===== config.mk =====
export PLATFORM = sky130hd
export DESIGN_NAME = v_alu_issue_seq_flat
export DESIGN_NICKNAME = d
export VERILOG_FILES = /design/src/rtl/v_alu_pkg.sv /design/src/rtl/v_alu_issue_seq_if.sv /design/src/rtl/v_scalar_replicate.sv /design/src/rtl/v_alu_issue_seq.sv /design/src/flat_wrapper.sv
export SDC_FILE = /design/constraint.sdc
export NUM_CORES = 1
export LEC_CHECK = 0
export ABC_AREA = 1
export CAP_MARGIN = 30
export CORE_AREA = 2 2 185 187
export DETAILED_ROUTE_END_ITERATION = 8
export DIE_AREA = 0 0 187 189
export SYNTH_ARGS = -nofsm -noshare
export SYNTH_HDL_FRONTEND = slang
export SYNTH_SLANG_ARGS = --single-unit

===== constraint.sdc =====
create_clock -name clk -period 2 [get_ports clk]
set_input_delay 0.5 -clock clk [delete_from_list [all_inputs] [get_ports clk]]
set_output_delay 0.5 -clock clk [all_outputs]
set_load 0.02 [all_outputs]

===== src/rtl/v_alu_pkg.sv =====
// Shared definitions for the vector ALU issue path: SEW codes, sequencer states,
// and register-geometry helpers.
package v_alu_pkg;

  typedef enum logic [1:0] {
    SEW8  = 2'd0,
    SEW16 = 2'd1,
    SEW32 = 2'd2,
    SEW64 = 2'd3
  } sew_e;

  typedef enum logic [1:0] {
    IDLE  = 2'd0,
    RUN   = 2'd1,
    DRAIN = 2'd2
  } state_e;

  function automatic int words_of(int vlen, int dw);
    return vlen / dw;
  endfunction

  function automatic int widx_w_of(int vlen, int dw);
    return (vlen / dw > 1) ? $clog2(vlen / dw) : 1;
  endfunction

endpackage


===== src/rtl/v_alu_issue_seq_if.sv =====
// Instruction, VRF-read and ALU-drive signals of the issue sequencer.
// master = sequencer side, slave = environment (decoder, VRF, ALU).
interface v_alu_issue_seq_if #(
  parameter int DATA_WIDTH  = 64,
  parameter int ADDR_WIDTH  = 32,
  parameter int VL_WIDTH    = 7,
  parameter int OPSEL_WIDTH = 9
);
  logic                   req_valid;
  logic                   req_ready;
  logic [4:0]             req_vs1;
  logic [4:0]             req_vs2;
  logic [4:0]             req_vd;
  logic [VL_WIDTH-1:0]    req_vl;
  logic [1:0]             req_sew;
  logic [OPSEL_WIDTH-1:0] req_opSel;
  logic                   req_use_scalar;
  logic [DATA_WIDTH-1:0]  req_scalar;

  logic                   vrf_rd_en;
  logic                   vrf_rd_gnt;
  logic [ADDR_WIDTH-1:0]  vrf_rd_addr0;
  logic [ADDR_WIDTH-1:0]  vrf_rd_addr1;
  logic [DATA_WIDTH-1:0]  vrf_rd_data0;
  logic [DATA_WIDTH-1:0]  vrf_rd_data1;

  logic [DATA_WIDTH-1:0]  alu_vec0;
  logic [DATA_WIDTH-1:0]  alu_vec1;
  logic                   alu_valid;
  logic [1:0]             alu_sew;
  logic [OPSEL_WIDTH-1:0] alu_opSel;
  logic                   alu_carry;
  logic [ADDR_WIDTH-1:0]  alu_addr;
  logic                   alu_resp_valid;

  logic                   busy;
  logic                   done;

  modport master (
    input  req_valid, req_vs1, req_vs2, req_vd, req_vl, req_sew, req_opSel,
           req_use_scalar, req_scalar, vrf_rd_gnt, vrf_rd_data0, vrf_rd_data1,
           alu_resp_valid,
    output req_ready, vrf_rd_en, vrf_rd_addr0, vrf_rd_addr1, alu_vec0, alu_vec1,
           alu_valid, alu_sew, alu_opSel, alu_carry, alu_addr, busy, done
  );

  modport slave (
    output req_valid, req_vs1, req_vs2, req_vd, req_vl, req_sew, req_opSel,
           req_use_scalar, req_scalar, vrf_rd_gnt, vrf_rd_data0, vrf_rd_data1,
           alu_resp_valid,
    input  req_ready, vrf_rd_en, vrf_rd_addr0, vrf_rd_addr1, alu_vec0, alu_vec1,
           alu_valid, alu_sew, alu_opSel, alu_carry, alu_addr, busy, done
  );
endinterface


===== src/rtl/v_scalar_replicate.sv =====
// Broadcasts the low SEW bits of a scalar across a full ALU word (.vx operand).
module v_scalar_replicate
  import v_alu_pkg::*;
#(
  parameter int DATA_WIDTH = 64
) (
  input  logic [DATA_WIDTH-1:0] scalar,
  input  logic [1:0]            sew,
  output logic [DATA_WIDTH-1:0] vec
);
  always_comb begin
    vec = scalar;
    case (sew_e'(sew))
      SEW8:    vec = {(DATA_WIDTH/8){scalar[7:0]}};
      SEW16:   vec = {(DATA_WIDTH/16){scalar[15:0]}};
      SEW32:   vec = {(DATA_WIDTH/32){scalar[31:0]}};
      default: vec = scalar;
    endcase
  end
endmodule


===== src/rtl/v_alu_issue_seq.sv =====
// Operand issue sequencer: streams vs1/vs2 words from the VRF into the ALU one per
// granted read, tracks in-flight results and pulses done when the last one returns.
module v_alu_issue_seq
  import v_alu_pkg::*;
#(
  parameter int DATA_WIDTH  = 64,
  parameter int ADDR_WIDTH  = 32,
  parameter int VLEN        = 512,
  parameter int VL_WIDTH    = 7,
  parameter int OPSEL_WIDTH = 9,
  parameter int ALU_LATENCY = 6
) (
  input logic              clk,
  input logic              rst,
  v_alu_issue_seq_if.master bus
);
  localparam int WORDS    = words_of(VLEN, DATA_WIDTH);
  localparam int WIDX_W   = widx_w_of(VLEN, DATA_WIDTH);
  localparam int NW_W     = $clog2(WORDS + 1);
  localparam int OUT_W    = $clog2(ALU_LATENCY + 2) + 1;
  localparam int BYTE_SH  = $clog2(DATA_WIDTH / 8);
  localparam int BYTES_W  = VL_WIDTH + 4;

  state_e                 state_q, state_d;
  logic [4:0]             vs1_q, vs2_q, vd_q;
  logic [1:0]             sew_q;
  logic [OPSEL_WIDTH-1:0] opsel_q;
  logic                   use_scalar_q;
  logic [DATA_WIDTH-1:0]  scalar_q;
  logic [NW_W-1:0]        nwords_q;
  logic [WIDX_W-1:0]      widx_q;
  logic [OUT_W-1:0]       out_q;
  logic                   aluv_q;
  logic [ADDR_WIDTH-1:0]  alu_addr_q;
  logic                   done_q;

  logic [BYTES_W-1:0]     req_bytes, req_words_raw;
  logic [NW_W-1:0]        req_nwords;
  logic                   accept, rd_fire, last_gnt, drain_done;
  logic [DATA_WIDTH-1:0]  scalar_vec;

  // Tail word is issued whole; vl past VLMAX clamps to the full register.
  always_comb begin
    req_bytes     = (BYTES_W'(bus.req_vl) << bus.req_sew) + BYTES_W'(DATA_WIDTH/8 - 1);
    req_words_raw = req_bytes >> BYTE_SH;
    req_nwords    = (req_words_raw > BYTES_W'(WORDS)) ? NW_W'(WORDS) : NW_W'(req_words_raw);
  end

  assign accept     = bus.req_valid && (state_q == IDLE);
  assign rd_fire    = (state_q == RUN) && bus.vrf_rd_gnt;
  assign last_gnt   = rd_fire && (NW_W'(widx_q) == nwords_q - NW_W'(1));
  // The word issued this cycle is not yet counted, so it must hold off completion.
  assign drain_done = (state_q == DRAIN) && (out_q == '0) && !aluv_q;

  always_ff @(posedge clk) begin
    if (rst) state_q <= IDLE;
    else     state_q <= state_d;
  end

  always_comb begin
    state_d = state_q;
    case (state_q)
      IDLE:    if (bus.req_valid) state_d = (req_nwords == '0) ? DRAIN : RUN;
      RUN:     if (last_gnt) state_d = DRAIN;
      DRAIN:   if (drain_done) state_d = IDLE;
      default: state_d = IDLE;
    endcase
  end

  always_comb begin
    bus.req_ready    = 1'b0;
    bus.busy         = 1'b0;
    bus.vrf_rd_en    = 1'b0;
    bus.vrf_rd_addr0 = '0;
    bus.vrf_rd_addr1 = '0;
    case (state_q)
      IDLE:  bus.req_ready = 1'b1;
      RUN: begin
        bus.busy         = 1'b1;
        bus.vrf_rd_en    = 1'b1;
        bus.vrf_rd_addr0 = ADDR_WIDTH'({vs1_q, widx_q});
        bus.vrf_rd_addr1 = ADDR_WIDTH'({vs2_q, widx_q});
      end
      DRAIN: bus.busy = 1'b1;
      default: ;
    endcase
  end

  always_ff @(posedge clk) begin
    if (rst) begin
      vs1_q        <= '0;
      vs2_q        <= '0;
      vd_q         <= '0;
      sew_q        <= '0;
      opsel_q      <= '0;
      use_scalar_q <= 1'b0;
      scalar_q     <= '0;
      nwords_q     <= '0;
      widx_q       <= '0;
      out_q        <= '0;
      aluv_q       <= 1'b0;
      alu_addr_q   <= '0;
      done_q       <= 1'b0;
    end else begin
      if (accept) begin
        vs1_q        <= bus.req_vs1;
        vs2_q        <= bus.req_vs2;
        vd_q         <= bus.req_vd;
        sew_q        <= bus.req_sew;
        opsel_q      <= bus.req_opSel;
        use_scalar_q <= bus.req_use_scalar;
        scalar_q     <= bus.req_scalar;
        nwords_q     <= req_nwords;
        widx_q       <= '0;
      end else if (rd_fire) begin
        widx_q <= widx_q + 1'b1;
      end
      aluv_q     <= rd_fire;
      alu_addr_q <= rd_fire ? ADDR_WIDTH'({vd_q, widx_q}) : '0;
      done_q     <= drain_done;
      // Stray completions with nothing in flight must not wrap the counter.
      case ({aluv_q, bus.alu_resp_valid})
        2'b10:   out_q <= out_q + 1'b1;
        2'b01:   if (out_q != '0) out_q <= out_q - 1'b1;
        default: ;
      endcase
    end
  end

  v_scalar_replicate #(.DATA_WIDTH(DATA_WIDTH)) u_rep (
    .scalar (scalar_q),
    .sew    (sew_q),
    .vec    (scalar_vec)
  );

  assign bus.alu_valid = aluv_q;
  assign bus.alu_vec0  = aluv_q ? (use_scalar_q ? scalar_vec : bus.vrf_rd_data0) : '0;
  assign bus.alu_vec1  = aluv_q ? bus.vrf_rd_data1 : '0;
  assign bus.alu_addr  = alu_addr_q;
  assign bus.alu_sew   = sew_q;
  assign bus.alu_opSel = opsel_q;
  assign bus.alu_carry = 1'b0;
  assign bus.done      = done_q;

endmodule


===== src/flat_wrapper.sv =====
// flat-port wrapper written by rule: the top's interface ports become plain ports
module v_alu_issue_seq_flat import v_alu_pkg::*;
#(
  parameter int DATA_WIDTH  = 64,
  parameter int ADDR_WIDTH  = 32,
  parameter int VLEN        = 512,
  parameter int VL_WIDTH    = 7,
  parameter int OPSEL_WIDTH = 9,
  parameter int ALU_LATENCY = 6
)
  (clk, rst, bus_req_valid, bus_req_vs1, bus_req_vs2, bus_req_vd, bus_req_vl, bus_req_sew, bus_req_opSel, bus_req_use_scalar, bus_req_scalar, bus_vrf_rd_gnt, bus_vrf_rd_data0, bus_vrf_rd_data1, bus_alu_resp_valid, bus_req_ready, bus_vrf_rd_en, bus_vrf_rd_addr0, bus_vrf_rd_addr1, bus_alu_vec0, bus_alu_vec1, bus_alu_valid, bus_alu_sew, bus_alu_opSel, bus_alu_carry, bus_alu_addr, bus_busy, bus_done);
  v_alu_issue_seq_if #(.DATA_WIDTH(DATA_WIDTH), .ADDR_WIDTH(ADDR_WIDTH), .VL_WIDTH(VL_WIDTH), .OPSEL_WIDTH(OPSEL_WIDTH)) bus_i ();
  input logic clk;
  input logic rst;
  input wire logic [$bits(bus_i.req_valid)-1:0] bus_req_valid;
  input wire logic [$bits(bus_i.req_vs1)-1:0] bus_req_vs1;
  input wire logic [$bits(bus_i.req_vs2)-1:0] bus_req_vs2;
  input wire logic [$bits(bus_i.req_vd)-1:0] bus_req_vd;
  input wire logic [$bits(bus_i.req_vl)-1:0] bus_req_vl;
  input wire logic [$bits(bus_i.req_sew)-1:0] bus_req_sew;
  input wire logic [$bits(bus_i.req_opSel)-1:0] bus_req_opSel;
  input wire logic [$bits(bus_i.req_use_scalar)-1:0] bus_req_use_scalar;
  input wire logic [$bits(bus_i.req_scalar)-1:0] bus_req_scalar;
  input wire logic [$bits(bus_i.vrf_rd_gnt)-1:0] bus_vrf_rd_gnt;
  input wire logic [$bits(bus_i.vrf_rd_data0)-1:0] bus_vrf_rd_data0;
  input wire logic [$bits(bus_i.vrf_rd_data1)-1:0] bus_vrf_rd_data1;
  input wire logic [$bits(bus_i.alu_resp_valid)-1:0] bus_alu_resp_valid;
  output wire logic [$bits(bus_i.req_ready)-1:0] bus_req_ready;
  output wire logic [$bits(bus_i.vrf_rd_en)-1:0] bus_vrf_rd_en;
  output wire logic [$bits(bus_i.vrf_rd_addr0)-1:0] bus_vrf_rd_addr0;
  output wire logic [$bits(bus_i.vrf_rd_addr1)-1:0] bus_vrf_rd_addr1;
  output wire logic [$bits(bus_i.alu_vec0)-1:0] bus_alu_vec0;
  output wire logic [$bits(bus_i.alu_vec1)-1:0] bus_alu_vec1;
  output wire logic [$bits(bus_i.alu_valid)-1:0] bus_alu_valid;
  output wire logic [$bits(bus_i.alu_sew)-1:0] bus_alu_sew;
  output wire logic [$bits(bus_i.alu_opSel)-1:0] bus_alu_opSel;
  output wire logic [$bits(bus_i.alu_carry)-1:0] bus_alu_carry;
  output wire logic [$bits(bus_i.alu_addr)-1:0] bus_alu_addr;
  output wire logic [$bits(bus_i.busy)-1:0] bus_busy;
  output wire logic [$bits(bus_i.done)-1:0] bus_done;
  assign bus_i.req_valid = bus_req_valid;
  assign bus_i.req_vs1 = bus_req_vs1;
  assign bus_i.req_vs2 = bus_req_vs2;
  assign bus_i.req_vd = bus_req_vd;
  assign bus_i.req_vl = bus_req_vl;
  assign bus_i.req_sew = bus_req_sew;
  assign bus_i.req_opSel = bus_req_opSel;
  assign bus_i.req_use_scalar = bus_req_use_scalar;
  assign bus_i.req_scalar = bus_req_scalar;
  assign bus_i.vrf_rd_gnt = bus_vrf_rd_gnt;
  assign bus_i.vrf_rd_data0 = bus_vrf_rd_data0;
  assign bus_i.vrf_rd_data1 = bus_vrf_rd_data1;
  assign bus_i.alu_resp_valid = bus_alu_resp_valid;
  assign bus_req_ready = bus_i.req_ready;
  assign bus_vrf_rd_en = bus_i.vrf_rd_en;
  assign bus_vrf_rd_addr0 = bus_i.vrf_rd_addr0;
  assign bus_vrf_rd_addr1 = bus_i.vrf_rd_addr1;
  assign bus_alu_vec0 = bus_i.alu_vec0;
  assign bus_alu_vec1 = bus_i.alu_vec1;
  assign bus_alu_valid = bus_i.alu_valid;
  assign bus_alu_sew = bus_i.alu_sew;
  assign bus_alu_opSel = bus_i.alu_opSel;
  assign bus_alu_carry = bus_i.alu_carry;
  assign bus_alu_addr = bus_i.alu_addr;
  assign bus_busy = bus_i.busy;
  assign bus_done = bus_i.done;
  v_alu_issue_seq #(.DATA_WIDTH(DATA_WIDTH), .ADDR_WIDTH(ADDR_WIDTH), .VLEN(VLEN), .VL_WIDTH(VL_WIDTH), .OPSEL_WIDTH(OPSEL_WIDTH), .ALU_LATENCY(ALU_LATENCY)) u_core (.clk(clk), .rst(rst), .bus(bus_i));
endmodule

==> run summary <==
total internal power = 7.18 mW
drt pass-1 iters = 5
commonest non-fill, non-tap cell in the layout = clkdlybuf4s50_1
Vias/cell = 4.29
Critical Path RT = 1.50 ns
Synth cell types = 44
Clock Skew = 0.0150 ns
Die Wd = 187 µm
power share of the sequential group = 26.2%
Buffers on Ports = 398
Longest Clk Path Bufs = 2
Power Dens Cells = 786 nW/µm²
sequential-to-total area share from yosys stat = 32.6%
Clock Power Share = 27.6%
Setup crit start kind = flip-flop
Final GP Congestion = 0.847
Hold EP = u_core.bus.alu_addr[5]
type of the worst setup path = flip-flop to output pin
largest net degree at the start of global routing = 66
YS warnings = 0
FF+latch count, synth = 114
failing checks = setup timing
vias in the first global route = 8,647
Yosys top cell area share = 32.6%
Placeable Area = 33,300 µm²
cell count of the worst reg-to-reg path = 13
largest cells by area after synthesis = dfxtp_1, nand2_1, inv_1, buf_4, o211ai_1
crit-path max FO = 7
fmax = 0.415 GHz
Slew Limit Fails = 0
HPWL after DPL = 25,800 µm
Crit Reg-Reg Endpoint = u_core.out_q[3]
dpl cells = 1,960
clock root cell = clkbuf_16
Slew @ Worst Pin = 0.518 ns
Finished Layout Cells = 2,052
status = complete, but fails checks
Syn-to-layout area delta = 110%
unrepaired setup endpoints after global routing = true
share of cells above drive strength 1 = 38.7%
arrival time at the worst endpoint = 1.91 ns
Post-CTS Hold Fix Bufs = 0
Num CTS Buffers = 17
CTS tree = done
I/O pin count = 472
drt initial violations = 439
DRC = 0
Post-synth EDFFs = 0
combinational share of power = 46.2%
switching fraction of total power = 37.7%
hold depth = 2
clk slew on worst S/H paths = 0.06 ns
die height = 189 µm
worst skew pair latency = 0.42 ns
hold_sp = u_core.vd_q[2]
H-tree depth = 4
most frequent cells in the layout = clkdlybuf4s50_1, nand2_1, buf_6
total grt overflow = 0
dominant cell type by area after synthesis = dfxtp_1
Critical R2R Launch = u_core.bus.alu_valid
full die area = 35,300 µm²
Tmin final = 2.41 ns
worst reg2reg setup slack = -0.08 ns
Peak supply drop = 0.000533 V
Fin. Hold Viols = 0
Worst setup EP type = output pin
global-route wire length before repair = 51,600 µm
Slew headroom = 65.1%
number of routed nets with antenna violations = 0
fin crit share = 121%
ANT cells = 0
fraction of registers with async set/reset = 0%
cells after synthesis = 1,056
dominant synthesized flop cell = dfxtp_1
std cell rows = 67
worst hold path class = flip-flop to flip-flop
clock tree sinks = 114
Net Switching = 4.35 mW
max_cap viols = 0
vias = 8,795
PnR worst setup slack = -0.411 ns
hold_ws = 0.432 ns
synthesized cell area = 7000 µm²
leakage dissipation = 7.29 nW
Filler Cells Inserted = 3,293
nets@finish = 1,830
final WL = 36,000 µm
WL/cell = 17.5 µm
initial antenna violation count = 3
post-synthesis area per instance = 6.63 µm²
Setup Viol. Count Final = 115
Initial Util = 21.0%
Global Route Usage Sum = 19.0%
[logic make-up (layout without fill, tap and decap cells)]
kind of cell,count (synthesis),after routing,share of synthesized area (%)
other,1,73,0.0536
xor gates and xnor gates,8,8,1.00
and+or+nand+nor,389,390,23.2
buffers and inverters,308,783,20.8
DFF,114,114,32.6
adders and majority gates,8,8,1.54
AOI/OAI and AO/OA,228,228,20.8
[worst max-delay path, stage by stage (launching register included)]
cell and delay [ns]:
dfxtp_4 0.40, buf_12 0.14, inv_1 0.08, o31ai_2 0.31, o211ai_1 0.21, a21oi_2 0.22
buf_6 0.14
[per-stage QoR]
step / TNS [ns] / util, % / area, µm² / worst slack, ns / power, mW
floorplan: -0.446 / - / 7320 / -0.0444 / 5.04
global placement: -32.79 / 36.5 / 12200 / -0.502 / 7.08
detailed placement: -33.57 / 36.5 / 12200 / -0.486 / 7.13
CTS: -24.57 / 41.1 / 13700 / -0.357 / 11.0
global route: -30.00 / 44.1 / 14700 / -0.509 / 12.2
finish: -20.90 / 44.1 / 14700 / -0.411 / 11.5
[cells in the mapped netlist, types with 4 or more instances]
library cell / n
o211ai_1: 53
buf_1: 6
nor2_1: 42
buf_4: 76
nand3_1: 21
clkbuf_1: 49
dfxtp_1: 114
o21ai_0: 57
o21ai_1: 4
inv_1: 169
nand4_1: 13
nand2_2: 10
nand2_1: 284
a22o_1: 39
ha_1: 7
xor2_1: 5
nor2_2: 5
a21oi_1: 62
[worst max-delay path by stage]
stage,startpoint,endpoint,slack [ns],depth (start not counted)
2_1_floorplan,u_core.bus.alu_sew[1],bus_alu_vec0[60],-0.04,6
3_3_place_gp,u_core.bus.alu_sew[1],bus_alu_vec0[25],-0.50,6
3_5_place_dp,u_core.bus.alu_sew[0],bus_alu_vec0[25],-0.49,6
4_1_cts,u_core.bus.alu_sew[0],bus_alu_vec0[46],-0.36,9
5_1_grt,u_core.bus.alu_sew[1],bus_alu_vec0[31],-0.51,6
6_report,u_core.bus.alu_sew[1],bus_alu_vec0[31],-0.41,6
[per-layer routing]
layer | wire [µm] | vias to the layer above | GRT usage [%] | part of all wire (%)
li1 | - | 4314 | - | -
met1 | 15200 | 4101 | 23.1 | 42
met2 | 18000 | 333 | 33.4 | 50
met3 | 2110 | 41 | 4.80 | 5.9
met4 | 643 | 6 | 4.52 | 1.8
met5 | 34 | - | 0 | 0.094
[power groups by stage]
| stage | Sequential [mW] | Clock [mW] | Combinational, mW |
|---|---|---|---|
| finish | 3.02 | 3.19 | 5.33 |
| global route | 3.06 | 3.37 | 5.73 |
| floorplan | 2.96 | 0 | 2.08 |
| global placement | 2.98 | 0 | 4.10 |
| detailed placement | 2.99 | 0 | 4.14 |
| CTS | 2.99 | 3.27 | 4.78 |
[sequential cells by signal (all words and copies together), names as in the netlist]
signal,cells
u_core.out_q,4
u_core.vd_q,5
u_core.widx_q,3
u_core.vs2_q,5
u_core.use_scalar_q,1
u_core.nwords_q,4
u_core.state_q,2
u_core.bus.alu_sew,2
u_core.bus.done,1
u_core.bus.alu_addr,8
u_core.scalar_q,64
u_core.bus.alu_valid,1
u_core.bus.alu_opSel,9
u_core.vs1_q,5
[cell type report]
class / count / area [µm²] / share of cell area [%]
Timing Repair Buffer: 578 / 6030 / 41.0
Tap cell: 448 / 561 / 3.82
Sequential cell: 114 / 2310 / 15.7
Clock inverter: 11 / 111 / 0.758
Clock buffer: 21 / 503 / 3.43
Multi-Input combinational cell: 707 / 4500 / 30.7
Inverter: 173 / 672 / 4.58
[what timing repair did]
item / 4_1_cts / 5_1_grt
setup endpoints to repair: 151 / 205
setup buffers: 33 / 20
pin swaps: 33 / 49
cloned: 10 / 8
gates resized for setup: 882 / 312
Note: power is estimated with default switching activity, not from simulation.
